--- src/rtl/median3x3_core.sv ---
// 3x3 median responder: captures a window under a 4-phase handshake,
// sorts it with a 9-pass odd-even transposition network, returns r[4].
module median3x3_core #(
  parameter int DATA_W   = 8,
  parameter int N_TAPS   = 9,
  parameter int N_PASSES = 9
) (
  input  logic              clk_i,
  input  logic              rst_i,
  input  logic              en_i,
  input  logic [DATA_W-1:0] data_i_0,
  input  logic [DATA_W-1:0] data_i_1,
  input  logic [DATA_W-1:0] data_i_2,
  input  logic [DATA_W-1:0] data_i_3,
  input  logic [DATA_W-1:0] data_i_4,
  input  logic [DATA_W-1:0] data_i_5,
  input  logic [DATA_W-1:0] data_i_6,
  input  logic [DATA_W-1:0] data_i_7,
  input  logic [DATA_W-1:0] data_i_8,
  output logic [DATA_W-1:0] data_o,
  output logic              sonuc_done,
  output logic              busy_o
);

  typedef enum logic [1:0] {
    IDLE,
    SORT,
    DONE
  } state_t;

  state_t            state_q, state_d;
  logic [3:0]        pass_q, pass_d;
  logic [DATA_W-1:0] r_q [N_TAPS];
  logic [DATA_W-1:0] r_d [N_TAPS];
  logic [DATA_W-1:0] net [N_TAPS];
  logic [DATA_W-1:0] din [N_TAPS];
  logic [DATA_W-1:0] data_q, data_d;
  logic              done_q, done_d;
  logic [DATA_W-1:0] tmp;

  assign din[0] = data_i_0;
  assign din[1] = data_i_1;
  assign din[2] = data_i_2;
  assign din[3] = data_i_3;
  assign din[4] = data_i_4;
  assign din[5] = data_i_5;
  assign din[6] = data_i_6;
  assign din[7] = data_i_7;
  assign din[8] = data_i_8;

  // Pairs starting at an index with the pass parity are disjoint,
  // so exchanging them in sequence equals a parallel pass.
  always_comb begin
    net = r_q;
    tmp = '0;
    for (int k = 0; k < N_TAPS - 1; k++) begin
      if (1'(k) == pass_q[0] && net[k] > net[k+1]) begin
        tmp      = net[k];
        net[k]   = net[k+1];
        net[k+1] = tmp;
      end
    end
  end

  always_comb begin
    state_d = state_q;
    pass_d  = pass_q;
    r_d     = r_q;
    data_d  = data_q;
    done_d  = done_q;
    unique case (state_q)
      IDLE: begin
        if (en_i) begin
          r_d     = din;
          pass_d  = '0;
          state_d = SORT;
        end
      end
      SORT: begin
        r_d = net;
        if (pass_q == 4'(N_PASSES - 1)) begin
          data_d  = net[4];
          done_d  = 1'b1;
          state_d = DONE;
        end else begin
          pass_d = pass_q + 4'd1;
        end
      end
      DONE: begin
        if (!en_i) begin
          done_d  = 1'b0;
          state_d = IDLE;
        end
      end
      default: state_d = IDLE;
    endcase
  end

  always_ff @(posedge clk_i) begin
    if (!rst_i) begin
      state_q <= IDLE;
      pass_q  <= '0;
      data_q  <= '0;
      done_q  <= 1'b0;
      for (int i = 0; i < N_TAPS; i++) r_q[i] <= '0;
    end else begin
      state_q <= state_d;
      pass_q  <= pass_d;
      data_q  <= data_d;
      done_q  <= done_d;
      r_q     <= r_d;
    end
  end

  assign data_o     = data_q;
  assign sonuc_done = done_q;
  assign busy_o     = (state_q != IDLE);

endmodule

--- config.mk ---
export PLATFORM = sky130hd
export DESIGN_NAME = median3x3_core
export DESIGN_NICKNAME = d
export VERILOG_FILES = /design/src/rtl/median3x3_core.sv
export SDC_FILE = /design/constraint.sdc
export NUM_CORES = 1
export LEC_CHECK = 0
export BUFFER_PORTS_ARGS = -buffer_cell sky130_fd_sc_hd__buf_2
export CORE_MARGIN = 4
export CORE_UTILIZATION = 55
export CTS_CLUSTER_DIAMETER = 60
export DETAILED_ROUTE_END_ITERATION = 8
export PLACE_DENSITY = 0.78
export SLEW_MARGIN = 15
export SYNTH_ARGS = -nofsm -noshare
export SYNTH_HDL_FRONTEND = slang
export SYNTH_SLANG_ARGS = --single-unit
export TNS_END_PERCENT = 10
--- constraint.sdc ---
create_clock -name clk_i -period 31.8 [get_ports clk_i]
set_input_delay 6.36 -clock clk_i [delete_from_list [all_inputs] [get_ports clk_i]]
set_output_delay 6.36 -clock clk_i [all_outputs]
set_load 0.01 [all_outputs]
# Word level (Yosys, flattened, before mapping)
# Index checks and enable logic that the tools add are counted.
[totals] regBits=87 in_bits=75 output_inout_bits=10 wordCells=71
[classes] add_sub_neg=1 magnitude_cmp=8 eq_ne=9 n_mux=20 bitwise=1 n_reduce_logical=19
[op_table] op="$pmux W72 S2" n=1
[op_table] op="$mux W16" n=8
[op_table] op="$mux W72" n=1
[op_table] op="$gt A8 B8 Y1" n=8
[op_table] op="$reduce_and A3 Y1" n=5
[op_table] op="$ne A2 B2 Y1 const B" n=6
[op_table] op="$logic_and A1 B1 Y1" n=8
[op_table] op="$mux W4" n=2
[op_table] op="$pmux W4 S2" n=1
[op_table] op="$mux W2" n=3
[op_table] op="$pmux W2 S3" n=1
[op_table] op="$reduce_bool A2 Y1" n=3
[op_table] op="$add A4 B1 Y4 const B" n=1
[op_table] op="$eq A4 B4 Y1 const B" n=1
[op_table] op="$reduce_and A2 Y1" n=2
[op_table] op="$eq A2 B1 Y1 const B" n=1
[op_table] op="$eq A2 B2 Y1 const B" n=1
[op_table] op="$logic_not A2 Y1" n=1
[op_table] op="$mux W1" n=2
[op_table] op="$pmux W1 S2" n=1
[op_table] op="$not A1 Y1" n=1

# Depth between registers and ports, before layout
[depth] ltp_word=25 ltp_mapped=58 mapped_depth_nobuf=51

# Worst setup path before layout
# OpenSTA, ideal clock, no wires.
[synth_timing] path_type="register to register" start="register r_q[63] (netlist name)" end="register r_q[0] (netlist name)" setup_time_ns=0.095 arrival_ns=11.701 required_ns=31.705 path_slack_ns=20.003 stages_incl_launch_ff=58 path_buffers=9 cell_sequence="dfxtp_1 > inv_1 > ha_1 > a21oi_1 > o211ai_1 > o211ai_1 > buf_2 > mux2_2 > ha_1 > a21oi_1 > o21a_1 > nand3_1 > nand3_1 > buf_2 > mux2i_1 > inv_1 > ha_1 > a21oi_1 > [22 not listed] > o21ai_0 > o21ai_1 > buf_2 > mux2i_1 > ha_1 > o21ai_0 > a21oi_1 > o21bai_1 > a31oi_4 > buf_2 > mux2i_1 > ha_1 > nand4_1 > or4b_1 > a21o_1 > a21oi_4 > a21oi_2 > a221oi_1"
[synth_between] elab_chain_cells=25 elab_cells_between_ends=27 cone_classes="order compare (8); eq/ne (1); mux (9); reduce/logical (9)"
[synth_rtl] item="from (decl)" line_no="33" source="logic [DATA_W-1:0] r_q [N_TAPS];"
[synth_rtl] item="from (signal assigned)" line_no="111" source="r_q <= r_d;"
[synth_rtl] item="$gt A8 B8 Y1" line_no="57" source="if (1'(k) == pass_q[0] && net[k] > net[k+1]) begin"
[synth_rtl] item="$logic_and A1 B1 Y1" line_no="57"
[synth_rtl] item="$mux W16 *" line_no="57"
[synth_rtl] item="$gt A8 B8 Y1" line_no="57"
[synth_rtl] item="$logic_and A1 B1 Y1" line_no="57"
[synth_rtl] item="$mux W16 *" line_no="57"
[synth_rtl] item="$gt A8 B8 Y1" line_no="57"
[synth_rtl] item="$logic_and A1 B1 Y1" line_no="57"
[synth_rtl] item="[9 not listed]"
[synth_rtl] item="$mux W16 *" line_no="57"
[synth_rtl] item="$gt A8 B8 Y1" line_no="57"
[synth_rtl] item="$logic_and A1 B1 Y1" line_no="57"
[synth_rtl] item="$mux W16 *" line_no="57"
[synth_rtl] item="$gt A8 B8 Y1" line_no="57"
[synth_rtl] item="$logic_and A1 B1 Y1" line_no="57"
[synth_rtl] item="$ne A2 B2 Y1 (no line)"
[synth_rtl] item="$reduce_and A3 Y1 (no line)"
# Mark *: on every way between the ends. The rest lies on a longest branch, timed or not. The select of a mux whose other input is x is not followed.
# A chain may end at the register's enable or synchronous reset.

# Worst setup path in the final report
[layout_timing] start="register r_q[63] (netlist name)" end="register r_q[2] (netlist name)"
# The elaborated chain is that of the path after synthesis.

==> metrics.cfg <==
[worst_setup_path]
crit_arrival_ps=15200
rr_worst_depth=50
timing.rr.start=r_q[63]$_SDFFE_PN0P_
worstSetupEndpointType=register
rrSetupSlack_ps=16850
start_kind=register
cp_common_cell=ha_1
cp_max_fo=24
path_delay_family=compound AO/OA/AOI/OAI gates
crit_type=register to register
r2r_end=r_q[2]$_SDFFE_PN0P_
critPathSlowestCell=o21ai_2
slowest_delay_ps=870
path_buf_inv=4
worstPathRequired_ps=32050

[outcome]
status=complete, no violations

[clock_tree]
cts_root_buf=clkbuf_16
cts.path.max_buffers=2
cts_made_buffers=9
postCtsHoldBufs=0
cts_max_level=3
cts_tree=built
clk_latency_ps=350
clkSinkCount=87
cts.repair.resized=0
post_cts_buffers=0
path_clk_slew_ps=60

[route]
wl_um=18200
wl_per_cell_um=18.0
met2_length_um=8610
drt-met1-wl_um=7710
first_pass_iters=8
viasPerCell=6.28
num_vias=6346
drt_iter0_markers=608
top_layer=met4
drc=0
wl_met3_um=1200
ant_nets=0

[floorplanning]
fp.coreArea_um2=11000
die_area_um2=13200
start_util=0.571
io_pins=85
num_rows=38
fp.dieW_um=115
die_h_um=115

[pwr]
leakage_nw=3.28
irDropWorstVdd_mv=0.0497
p_per_area_nw_per_um2=73.2

[logic_synthesis]
synth_common_cells=nand2_1, dfxtp_1, a21oi_1, inv_1, ha_1
synth_edf_count=0
synth_cells=810
ys_ff_latch=87
syn_avg_cell_area_um2=7.78
yosysTopAreaCell=dfxtp_1
synth_area_um2=6300
async_flop_share=0
synth_top_flop_cell=dfxtp_1
synth.most_common_cell=nand2_1
ys_top_cells_by_area=dfxtp_1, ha_1, mux2i_1
ys_types=46
synth_top_area_frac=0.276
syn-num-nets=951
yosysSeqAreaShare=0.276
yosys_warnings=0

[layout]
final_area_um2=7040
antenna_cells=0
final_nets=1007
area_growth_pct=11.7
final_layout_size_suffix_gt1_frac=0.147
fillers=971
regArea_um2=1740
multi_input_area_um2=4120
fin_cells=1010

[global_routing]
grt_pass1_vias=6269
grt_pass1_wl_um=29800
antenna_found_initial=0
grt_overflow_total=0
gr-usage-all-layers=0.280
grt_max_degree=93

[sta]
slew_headroom=0.245
clock.fmax_ghz=0.0669
report.final.hold_viol_count=0
worst_clock_skew_ps=8.02
fin_crit_ps=14950
tightestPinTransition_ps=1130
tns_ps=0
grt_setup_unrepaired=false
setup_violations=0
final_max_slew_viol_count=0
period_share=0.470

[worst_hold_path]
min_from=data_o[4]$_SDFFE_PN0P_
min_to=data_o[4]$_SDFFE_PN0P_
hold_class=register to register
hold_depth=2

[placed_design]
placed_area_um2=6760
gp_congestion=0.903
placed_cells=994
io_buffers=84
detailed_place_hpwl_um=13700

[flow_run]
cap_violations=0

## routing by layer
metal	track usage	vias to the layer above
li1	-	3030
met1	0.353	2992
met4	0.141	0
met5	0	-
met3	0.0432	59
met2	0.463	265
## worst max-delay path by stage
stage                               from             endpoint  slack (ps)  cells past startpoint
detailed placement  r_q[63]$_SDFFE_PN0P_  r_q[3]$_SDFFE_PN0P_       16880                     49
global placement    r_q[63]$_SDFFE_PN0P_  r_q[6]$_SDFFE_PN0P_       17680                     50
global route        r_q[63]$_SDFFE_PN0P_  r_q[7]$_SDFFE_PN0P_       15700                     51
CTS                 r_q[63]$_SDFFE_PN0P_  r_q[2]$_SDFFE_PN0P_       16810                     49
finish              r_q[63]$_SDFFE_PN0P_  r_q[2]$_SDFFE_PN0P_       16850                     50
floorplan           r_q[63]$_SDFFE_PN0P_  r_q[0]$_SDFFE_PN0P_       20000                     57
## cells by family (layout without fill, tap and decap cells)
group,count (synthesis),after routing,synth area share
muxes,64,64,0.103
buffers and inverters,116,176,0.0709
xor gates and xnor gates,1,1,0.00139
AOI/OAI and AO/OA,256,256,0.265
and+or+nand+nor,220,220,0.152
adders and majority gates,66,66,0.131
DFF,87,87,0.276
## cells in the final DEF, fill, tap and decap left out, types with 8 or more instances in the layout
cell       count
a21o_1         8
a21oi_1       82
a221oi_1       8
and3_1         8
buf_2         84
clkbuf_16      9
dfxtp_1       87
ha_1          66
inv_1         72
mux2_2         8
mux2i_1       56
nand2_1      113
nand3_1        8
nand4_1       16
nor2_1        53
o211ai_1      10
o21ai_0       47
o221ai_1       8
o22ai_1       22
## cell type report
cell class	count	share of cell area
multi-input combinational	607	0.586
clock inverter	3	0.00267
inverter	73	0.0389
tap	140	0.0249
timing repair buffer	88	0.0640
sequential	87	0.247
clock buffer	12	0.0364
## through the flow
| stage | util | power [mW] | setup slack [ps] | hold slack, ps |
|---|---|---|---|---|
| floorplan | - | 0.351 | 20000 | 456 |
| global placement | 0.613 | 0.397 | 17680 | 431 |
| detailed placement | 0.613 | 0.408 | 16880 | 440 |
| CTS | 0.637 | 0.510 | 16810 | 454 |
| global route | 0.638 | 0.554 | 15700 | 488 |
| finish | 0.638 | 0.515 | 16850 | 447 |
## registers in the layout, summed over array words and instances (netlist names)
signal	count
data_o	8
pass_q	4
r_q	72
sonuc_done	1
state_q	2
## where the power goes
part	internal, mW	switching, mW	total [mW]	leakage [nW]
Sequential	0.124	0.0151	0.139	0.714
Combinational	0.110	0.165	0.275	2.43
Clock	0.0567	0.0445	0.101	0.138
Total	0.291	0.225	0.515	3.28
## worst register-to-register path, delay by kind of cell (launching register included)
kind                     cells  cell delay (ps)
multiplexers                 6             2260
buffers and inverters        4              540
adder cells (fa/ha/maj)      8             2590
AND/OR/NAND/NOR             13             3470
flip-flops                   1              380
AO/OA/AOI/OAI               19             5600
(Power assumes the default switching activity.)
